===== src/rtl/alu_pkg.sv =====
// Shared types for the ALU arbiter slice: opcodes, FSM states, datapath width.
// Imported by the interface, arbiter, ALU core and top.
package alu_pkg;

   localparam int ALU_W = 8;

   typedef enum logic [2:0] {
      ADD = 3'b000,
      AND = 3'b001,
      SUB = 3'b010,
      OR  = 3'b011,
      XOR = 3'b100,
      MUL = 3'b101,
      DIV = 3'b110,
      MIN = 3'b111
   } alu_op_e;

   typedef enum logic [1:0] {
      IDLE,
      EXEC,
      RESP
   } arb_state_e;

endpackage


===== src/rtl/alu_arbiter_if.sv =====
// Request/response bundle between the requesters and alu_arbiter.
// master: requester side (drives req_*, rsp_ready); slave: the arbiter.
interface alu_arbiter_if
   import alu_pkg::*;
#(
   parameter int N    = ALU_W,
   parameter int NREQ = 2,
   parameter int IDW  = $clog2(NREQ)
);

   logic [NREQ-1:0]         req_valid;
   logic [NREQ-1:0]         req_ready;
   logic [NREQ-1:0][2:0]    req_op;
   logic [NREQ-1:0][N-1:0]  req_a;
   logic [NREQ-1:0][N-1:0]  req_b;
   logic                    rsp_valid;
   logic                    rsp_ready;
   logic [IDW-1:0]          rsp_id;
   logic [2*N-1:0]          rsp_data;
   logic                    rsp_dbz;

   modport master (
      output req_valid, req_op, req_a, req_b, rsp_ready,
      input  req_ready, rsp_valid, rsp_id, rsp_data, rsp_dbz
   );

   modport slave (
      input  req_valid, req_op, req_a, req_b, rsp_ready,
      output req_ready, rsp_valid, rsp_id, rsp_data, rsp_dbz
   );

endinterface


===== src/rtl/alu_core.sv =====
// Combinational unsigned ALU; result zero-extended to 2N bits.
// Ports: op, a, b in; y out (full product for MUL, quotient for DIV).
module alu_core
   import alu_pkg::*;
#(
   parameter int N = ALU_W
) (
   input  alu_op_e        op,
   input  logic [N-1:0]   a,
   input  logic [N-1:0]   b,
   output logic [2*N-1:0] y
);

   logic [2*N-1:0] ax, bx;
   logic [N-1:0]   diff, quo;

   always_comb begin
      ax   = {{N{1'b0}}, a};
      bx   = {{N{1'b0}}, b};
      diff = a - b;
      quo  = a / b;
      y    = '0;
      unique case (op)
         ADD: y = ax + bx;
         AND: y = ax & bx;
         SUB: y = {{N{1'b0}}, diff};
         OR:  y = ax | bx;
         XOR: y = ax ^ bx;
         MUL: y = ax * bx;
         DIV: y = {{N{1'b0}}, quo};
         MIN: y = (a < b) ? ax : bx;
      endcase
   end

endmodule


===== src/rtl/rr_arbiter.sv =====
// Combinational round-robin pick: first set req bit at or above ptr, wrapping.
// Ports: req (request vector), ptr (search start), gnt_v / gnt_idx (winner).
module rr_arbiter
   import alu_pkg::*;
#(
   parameter int NREQ = 2,
   parameter int IDW  = $clog2(NREQ)
) (
   input  logic [NREQ-1:0] req,
   input  logic [IDW-1:0]  ptr,
   output logic            gnt_v,
   output logic [IDW-1:0]  gnt_idx
);

   logic [IDW-1:0] idx;

   always_comb begin
      gnt_v   = 1'b0;
      gnt_idx = '0;
      idx     = '0;
      for (int i = 0; i < NREQ; i++) begin
         idx = IDW'((int'(ptr) + i) % NREQ);
         if (!gnt_v && req[idx]) begin
            gnt_v   = 1'b1;
            gnt_idx = idx;
         end
      end
   end

endmodule


===== src/rtl/alu_arbiter.sv =====
// Round-robin share of one ALU between NREQ requesters, registered held response.
// Ports: clk, rst_n, bus (alu_arbiter_if.slave). Option: ALU_DIV_GUARD_EN.
module alu_arbiter
   import alu_pkg::*;
#(
   parameter int N    = ALU_W,
   parameter int NREQ = 2,
   parameter int IDW  = $clog2(NREQ)
) (
   input  logic         clk,
   input  logic         rst_n,
   alu_arbiter_if.slave bus
);

   arb_state_e     state, nstate;
   logic [IDW-1:0] ptr, gnt_idx, id_q;
   logic           gnt_v, grant;
   alu_op_e        op_q;
   logic [N-1:0]   a_q, b_q;
   logic [2*N-1:0] alu_y, res;
   logic           dbz;
   logic           rsp_valid_q, rsp_dbz_q;
   logic [IDW-1:0] rsp_id_q;
   logic [2*N-1:0] rsp_data_q;

   rr_arbiter #(.NREQ(NREQ), .IDW(IDW)) u_rr (
      .req     (bus.req_valid),
      .ptr     (ptr),
      .gnt_v   (gnt_v),
      .gnt_idx (gnt_idx)
   );

   alu_core #(.N(N)) u_alu (
      .op (op_q),
      .a  (a_q),
      .b  (b_q),
      .y  (alu_y)
   );

`ifdef ALU_DIV_GUARD_EN
   assign dbz = (op_q == DIV) && (b_q == '0);
   assign res = dbz ? '1 : alu_y;
`else
   assign dbz = 1'b0;
   assign res = alu_y;
`endif

   // A grant happens from IDLE, or from RESP in the cycle the
   // response is consumed, so back-to-back ops take 2 cycles.
   always_comb begin
      nstate = state;
      grant  = 1'b0;
      unique case (state)
         IDLE: grant = gnt_v;
         EXEC: nstate = RESP;
         RESP: begin
            if (bus.rsp_ready) begin
               grant  = gnt_v;
               nstate = IDLE;
            end
         end
         default: nstate = IDLE;
      endcase
      if (grant) nstate = EXEC;
   end

   always_comb begin
      bus.req_ready = '0;
      for (int i = 0; i < NREQ; i++)
         bus.req_ready[i] = rst_n && grant && (gnt_idx == IDW'(i));
   end

   always_ff @(posedge clk or negedge rst_n) begin
      if (!rst_n) state <= IDLE;
      else        state <= nstate;
   end

   always_ff @(posedge clk or negedge rst_n) begin
      if (!rst_n) begin
         ptr         <= '0;
         op_q        <= ADD;
         a_q         <= '0;
         b_q         <= '0;
         id_q        <= '0;
         rsp_valid_q <= 1'b0;
         rsp_data_q  <= '0;
         rsp_id_q    <= '0;
         rsp_dbz_q   <= 1'b0;
      end else begin
         if (grant) begin
            op_q <= alu_op_e'(bus.req_op[gnt_idx]);
            a_q  <= bus.req_a[gnt_idx];
            b_q  <= bus.req_b[gnt_idx];
            id_q <= gnt_idx;
            ptr  <= (gnt_idx == IDW'(NREQ-1)) ? '0 : gnt_idx + IDW'(1);
         end
         if (state == EXEC) begin
            rsp_valid_q <= 1'b1;
            rsp_data_q  <= res;
            rsp_id_q    <= id_q;
            rsp_dbz_q   <= dbz;
         end else if (state == RESP && bus.rsp_ready) begin
            rsp_valid_q <= 1'b0;
         end
      end
   end

   assign bus.rsp_valid = rsp_valid_q;
   assign bus.rsp_data  = rsp_data_q;
   assign bus.rsp_id    = rsp_id_q;
   assign bus.rsp_dbz   = rsp_dbz_q;

endmodule


===== src/flat_wrapper.sv =====
// flat-port wrapper written by rule: the top's interface ports become plain ports
module alu_arbiter_flat import alu_pkg::*;
#(
   parameter int N    = ALU_W,
   parameter int NREQ = 2,
   parameter int IDW  = $clog2(NREQ)
)
  (clk, rst_n, bus_req_valid, bus_req_op, bus_req_a, bus_req_b, bus_rsp_ready, bus_req_ready, bus_rsp_valid, bus_rsp_id, bus_rsp_data, bus_rsp_dbz);
  alu_arbiter_if #(.N(N), .NREQ(NREQ), .IDW(IDW)) bus_i ();
  input  logic clk;
  input  logic rst_n;
  input wire logic [$bits(bus_i.req_valid)-1:0] bus_req_valid;
  input wire logic [$bits(bus_i.req_op)-1:0] bus_req_op;
  input wire logic [$bits(bus_i.req_a)-1:0] bus_req_a;
  input wire logic [$bits(bus_i.req_b)-1:0] bus_req_b;
  input wire logic [$bits(bus_i.rsp_ready)-1:0] bus_rsp_ready;
  output wire logic [$bits(bus_i.req_ready)-1:0] bus_req_ready;
  output wire logic [$bits(bus_i.rsp_valid)-1:0] bus_rsp_valid;
  output wire logic [$bits(bus_i.rsp_id)-1:0] bus_rsp_id;
  output wire logic [$bits(bus_i.rsp_data)-1:0] bus_rsp_data;
  output wire logic [$bits(bus_i.rsp_dbz)-1:0] bus_rsp_dbz;
  assign bus_i.req_valid = bus_req_valid;
  assign bus_i.req_op = bus_req_op;
  assign bus_i.req_a = bus_req_a;
  assign bus_i.req_b = bus_req_b;
  assign bus_i.rsp_ready = bus_rsp_ready;
  assign bus_req_ready = bus_i.req_ready;
  assign bus_rsp_valid = bus_i.rsp_valid;
  assign bus_rsp_id = bus_i.rsp_id;
  assign bus_rsp_data = bus_i.rsp_data;
  assign bus_rsp_dbz = bus_i.rsp_dbz;
  alu_arbiter #(.N(N), .NREQ(NREQ), .IDW(IDW)) u_core (.clk(clk), .rst_n(rst_n), .bus(bus_i));
endmodule

===== config.mk =====
export PLATFORM = sky130hd
export DESIGN_NAME = alu_arbiter_flat
export DESIGN_NICKNAME = d
export VERILOG_FILES = /design/src/rtl/alu_pkg.sv /design/src/rtl/alu_arbiter_if.sv /design/src/rtl/alu_core.sv /design/src/rtl/rr_arbiter.sv /design/src/rtl/alu_arbiter.sv /design/src/flat_wrapper.sv
export SDC_FILE = /design/constraint.sdc
export NUM_CORES = 1
export LEC_CHECK = 0
export ABC_AREA = 1
export BUFFER_PORTS_ARGS = -buffer_cell sky130_fd_sc_hd__buf_2
export CORE_ASPECT_RATIO = 0.75
export CORE_UTILIZATION = 40
export DETAILED_ROUTE_END_ITERATION = 10
export SYNTH_ARGS = -nofsm -noshare
export SYNTH_HDL_FRONTEND = slang
export SYNTH_SLANG_ARGS = --single-unit

===== constraint.sdc =====
create_clock -name clk -period 7.8 [get_ports clk]
set_clock_uncertainty 0.15 [all_clocks]
set_input_delay 0.39 -clock clk [delete_from_list [all_inputs] [get_ports clk]]
set_output_delay 0.39 -clock clk [all_outputs]
set_load 0.01 [all_outputs]

==> results.cfg <==
[run_status]
status = finished, violations left
violations = setup timing

[cts]
clock_sinks = 41
tritoncts = built
cts.path.max_buffers = 2
clk_pin_slew_ns = 0.06
cts-htree-levels = 2
root_buffer = clkbuf_16
clk_latency_ns = 0.31
cts_buffers = 5

[global_routing]
antenna_found_initial = 0
grt_pass1_vias = 6347
grt_overflow = 0
grt_max_degree = 63
grt_pass1_wl_mm = 34.0
grt.total_usage_pct = 24.6

[logic_synthesis]
synthFlopType = dfrtp_1
synth_seq_area_share_pct = 14.8
synth_edf_count = 0
synth-warning-count = 0
synth.distinct_cells = 51
syn-cell-area_um2 = 6940
synth_cells = 994
synth_area_per_cell_um2 = 6.98
synth_fp_nets = 1174
postSynthRegisterBits = 41
synthArstFlopShare_pct = 100

[routing]
vias_per_cell = 5.17
drc_errors = 0
totalWireLength_mm = 22.1
avgRoutedWirePerCell_um = 16.1
drtPass1Iterations = 6
ant_nets = 0
vias = 7108
drtIter0Drc = 648

[sta]
timing_hold_violations_final = 0
hold_ws_ns = 0.0244
slew-limit-headroom_pct = 53.2
timing.fmax_mhz = 121
min_period_over_period_pct = 106
drv_slew = 0
fin_ws_ns = -0.434
period_needed_ns = 8.23
setup_violations = 1
rsz0062_at_grt = true
worstMarginPinSlew_ns = 0.702

[floorplan]
start_util_pct = 41.1
ioPinCount = 64
core-area_um2 = 16900
die_h_um = 116
rows = 41
fp.dieW_um = 154
die-area_um2 = 17900

[place]
placed_area_um2 = 8180
place.gp.congestion = 0.931
hpwl_mm = 16.5
placed_cells = 1326
post-place-ws_ns = -0.598
port_buffers = 62

[worst_setup_path]
cp-start-kind = flip-flop
critPathMaxStageDelay_ns = 0.42
required_ns = 7.84
rr_worst_depth = 58
arrival_ns = 8.27
crit_slowest_cell = dfrtp_2
crit_path_start = u_core.b_q[0]
reg2reg_from = u_core.b_q[0]
criticalPathCategory = reg2reg
crit_fanout = 7
crit_top_cell = ha_4
worstReg2RegEnd = u_core.bus.rsp_data[0]
crit_path_end = u_core.bus.rsp_data[0]
reg2reg_slack_ns = -0.43
worstSetupEndpointType = flip-flop

[layout]
nNetsFinal = 1340
stdcell_area_um2 = 9090
drive_gt1_share_pct = 30.5
area_growth_pct = 30.9
num-fill-cells = 1601
finalNonFillerCells = 1375
num_antenna_cells = 0

[min_path]
min_path_type = in2async

[run]
cap_violations = 0
[state kept, by name, indices dropped and copies added (netlist names)]
| register | count |
|---|---|
| u_core.b_q | 8 |
| u_core.bus.rsp_id | 1 |
| u_core.bus.rsp_valid | 1 |
| u_core.id_q | 1 |
| u_core.bus.rsp_data | 16 |
| u_core.state | 2 |
| u_core.a_q | 8 |
| u_core.op_q | 3 |
| u_core.ptr | 1 |
[repair_timing]
action / 4_1_cts / 5_1_grt
hold endpoints to repair: 0 / 0
gates resized for setup: 44 / 67
hold buffers: 0 / 0
pin swaps: 50 / 63
setup buffers: 35 / 7
endpoints found under the setup margin: 1 / 2
[placed cells by master (no fill, tap or decap), types with 4 or more instances in the layout]
cell type,count
o21ai_0,27
xnor2_1,4
or2_1,4
buf_4,128
dfrtp_1,39
nor2_4,5
nor2_1,39
fa_1,38
buf_2,62
ha_4,15
nand2_1,217
nand3_4,5
nand4_1,8
xor2_1,11
nand2_2,22
a21oi_2,11
clkbuf_16,5
o21ai_2,9
nor2_2,4
nand2_4,7
a21oi_1,25
or2_2,6
nand3_1,92
ha_1,84
o21ai_1,13
o21bai_1,4
inv_2,18
buf_6,6
o211ai_1,20
nor3_1,5
nand3_2,10
o211ai_2,8
inv_1,152
[cell usage after synthesis (2+ instances only)]
cell / instances / share of area, %
a21oi_1: 37 / 2.7
o2111ai_1: 4 / 0.50
nor3_2: 2 / 0.29
xnor2_1: 4 / 0.50
a31oi_1: 3 / 0.27
o22ai_1: 2 / 0.18
dfrtp_1: 41 / 15
nand2_2: 8 / 0.72
nor3_1: 8 / 0.58
or2_2: 7 / 0.63
nand2_1: 238 / 13
or2_1: 4 / 0.36
clkbuf_1: 22 / 1.2
and2_1: 5 / 0.45
buf_4: 3 / 0.32
fa_1: 38 / 11
a211oi_1: 2 / 0.22
o211ai_1: 20 / 2.2
inv_1: 161 / 8.7
xor2_1: 11 / 1.4
o21ai_2: 4 / 0.50
ha_1: 99 / 18
o221ai_1: 3 / 0.38
o21bai_1: 7 / 0.76
o21ai_1: 12 / 0.87
nor2_4: 4 / 0.65
nor2_2: 2 / 0.18
a22oi_1: 2 / 0.22
nor2_1: 42 / 2.3
buf_2: 7 / 0.50
clkbuf_2: 2 / 0.14
inv_2: 14 / 0.76
a21o_1: 2 / 0.22
o211ai_2: 8 / 1.4
o21ai_0: 36 / 2.6
nand3_1: 103 / 7.4
nand3_2: 4 / 0.58
nand4_1: 8 / 0.72
buf_6: 3 / 0.49
[worst min path at each step]
stage | start | to | slack, ns | cells past startpoint
floorplan | rst_n | u_core.a_q[0] | -0.06 | 0
global placement | u_core.state[0] | u_core.state[1] | 0.30 | 1
detailed placement | u_core.state[0] | u_core.state[1] | 0.31 | 1
CTS | rst_n | u_core.bus.rsp_data[1] | 0.05 | 2
global route | rst_n | u_core.bus.rsp_data[1] | 0.08 | 2
finish | rst_n | u_core.bus.rsp_data[1] | 0.02 | 2
[cell type report]
type                       count  area (um^2)  share of cell area, %
tap                          215          269                   2.96
multi-input combinational    740         5630                   61.9
sequential                    41         1030                   11.3
clock inverter                 1         7.51                 0.0826
timing repair buffer         196         1340                   14.7
inverter                     176          678                   7.46
clock buffer                   6          139                   1.53
[metrics by stage]
| step | util [%] | setup TNS [ns] |
|---|---|---|
| floorplan | - | 0 |
| global placement | 48.5 | -0.453 |
| detailed placement | 48.5 | -0.598 |
| CTS | 51.9 | -0.265 |
| global route | 53.9 | -1.11 |
| finish | 53.9 | -0.434 |
[critical path, delay by kind of cell, from the launching register on]
family          cells  cell delay, ns
buf+inv            10            1.01
compound gates     13            1.59
fa+ha+maj           8            2.05
flops               1            0.42
simple gates       27            2.90
[logic make-up after synthesis]
family,count (synthesis),synth area share [%]
and+or+nand+nor,441,28.8
buffers and inverters,213,12.2
AOI/OAI and AO/OA,146,13.6
adders and majority gates,137,28.8
DFF,41,14.8
xor gates and xnor gates,15,1.89
other,1,0.0540
[routing by layer]
metal	vias up	part of all wire, %	global-route usage [%]
met5	-	0	0
met4	0	1.6	4.60
met3	25	5.5	2.63
met2	231	43	38.4
met1	3310	50	36.9
li1	3542	-	-
Power is left out: the tool's default activity adds up to more than one toggle a clock period on the data nets, which glitch-free logic cannot reach.
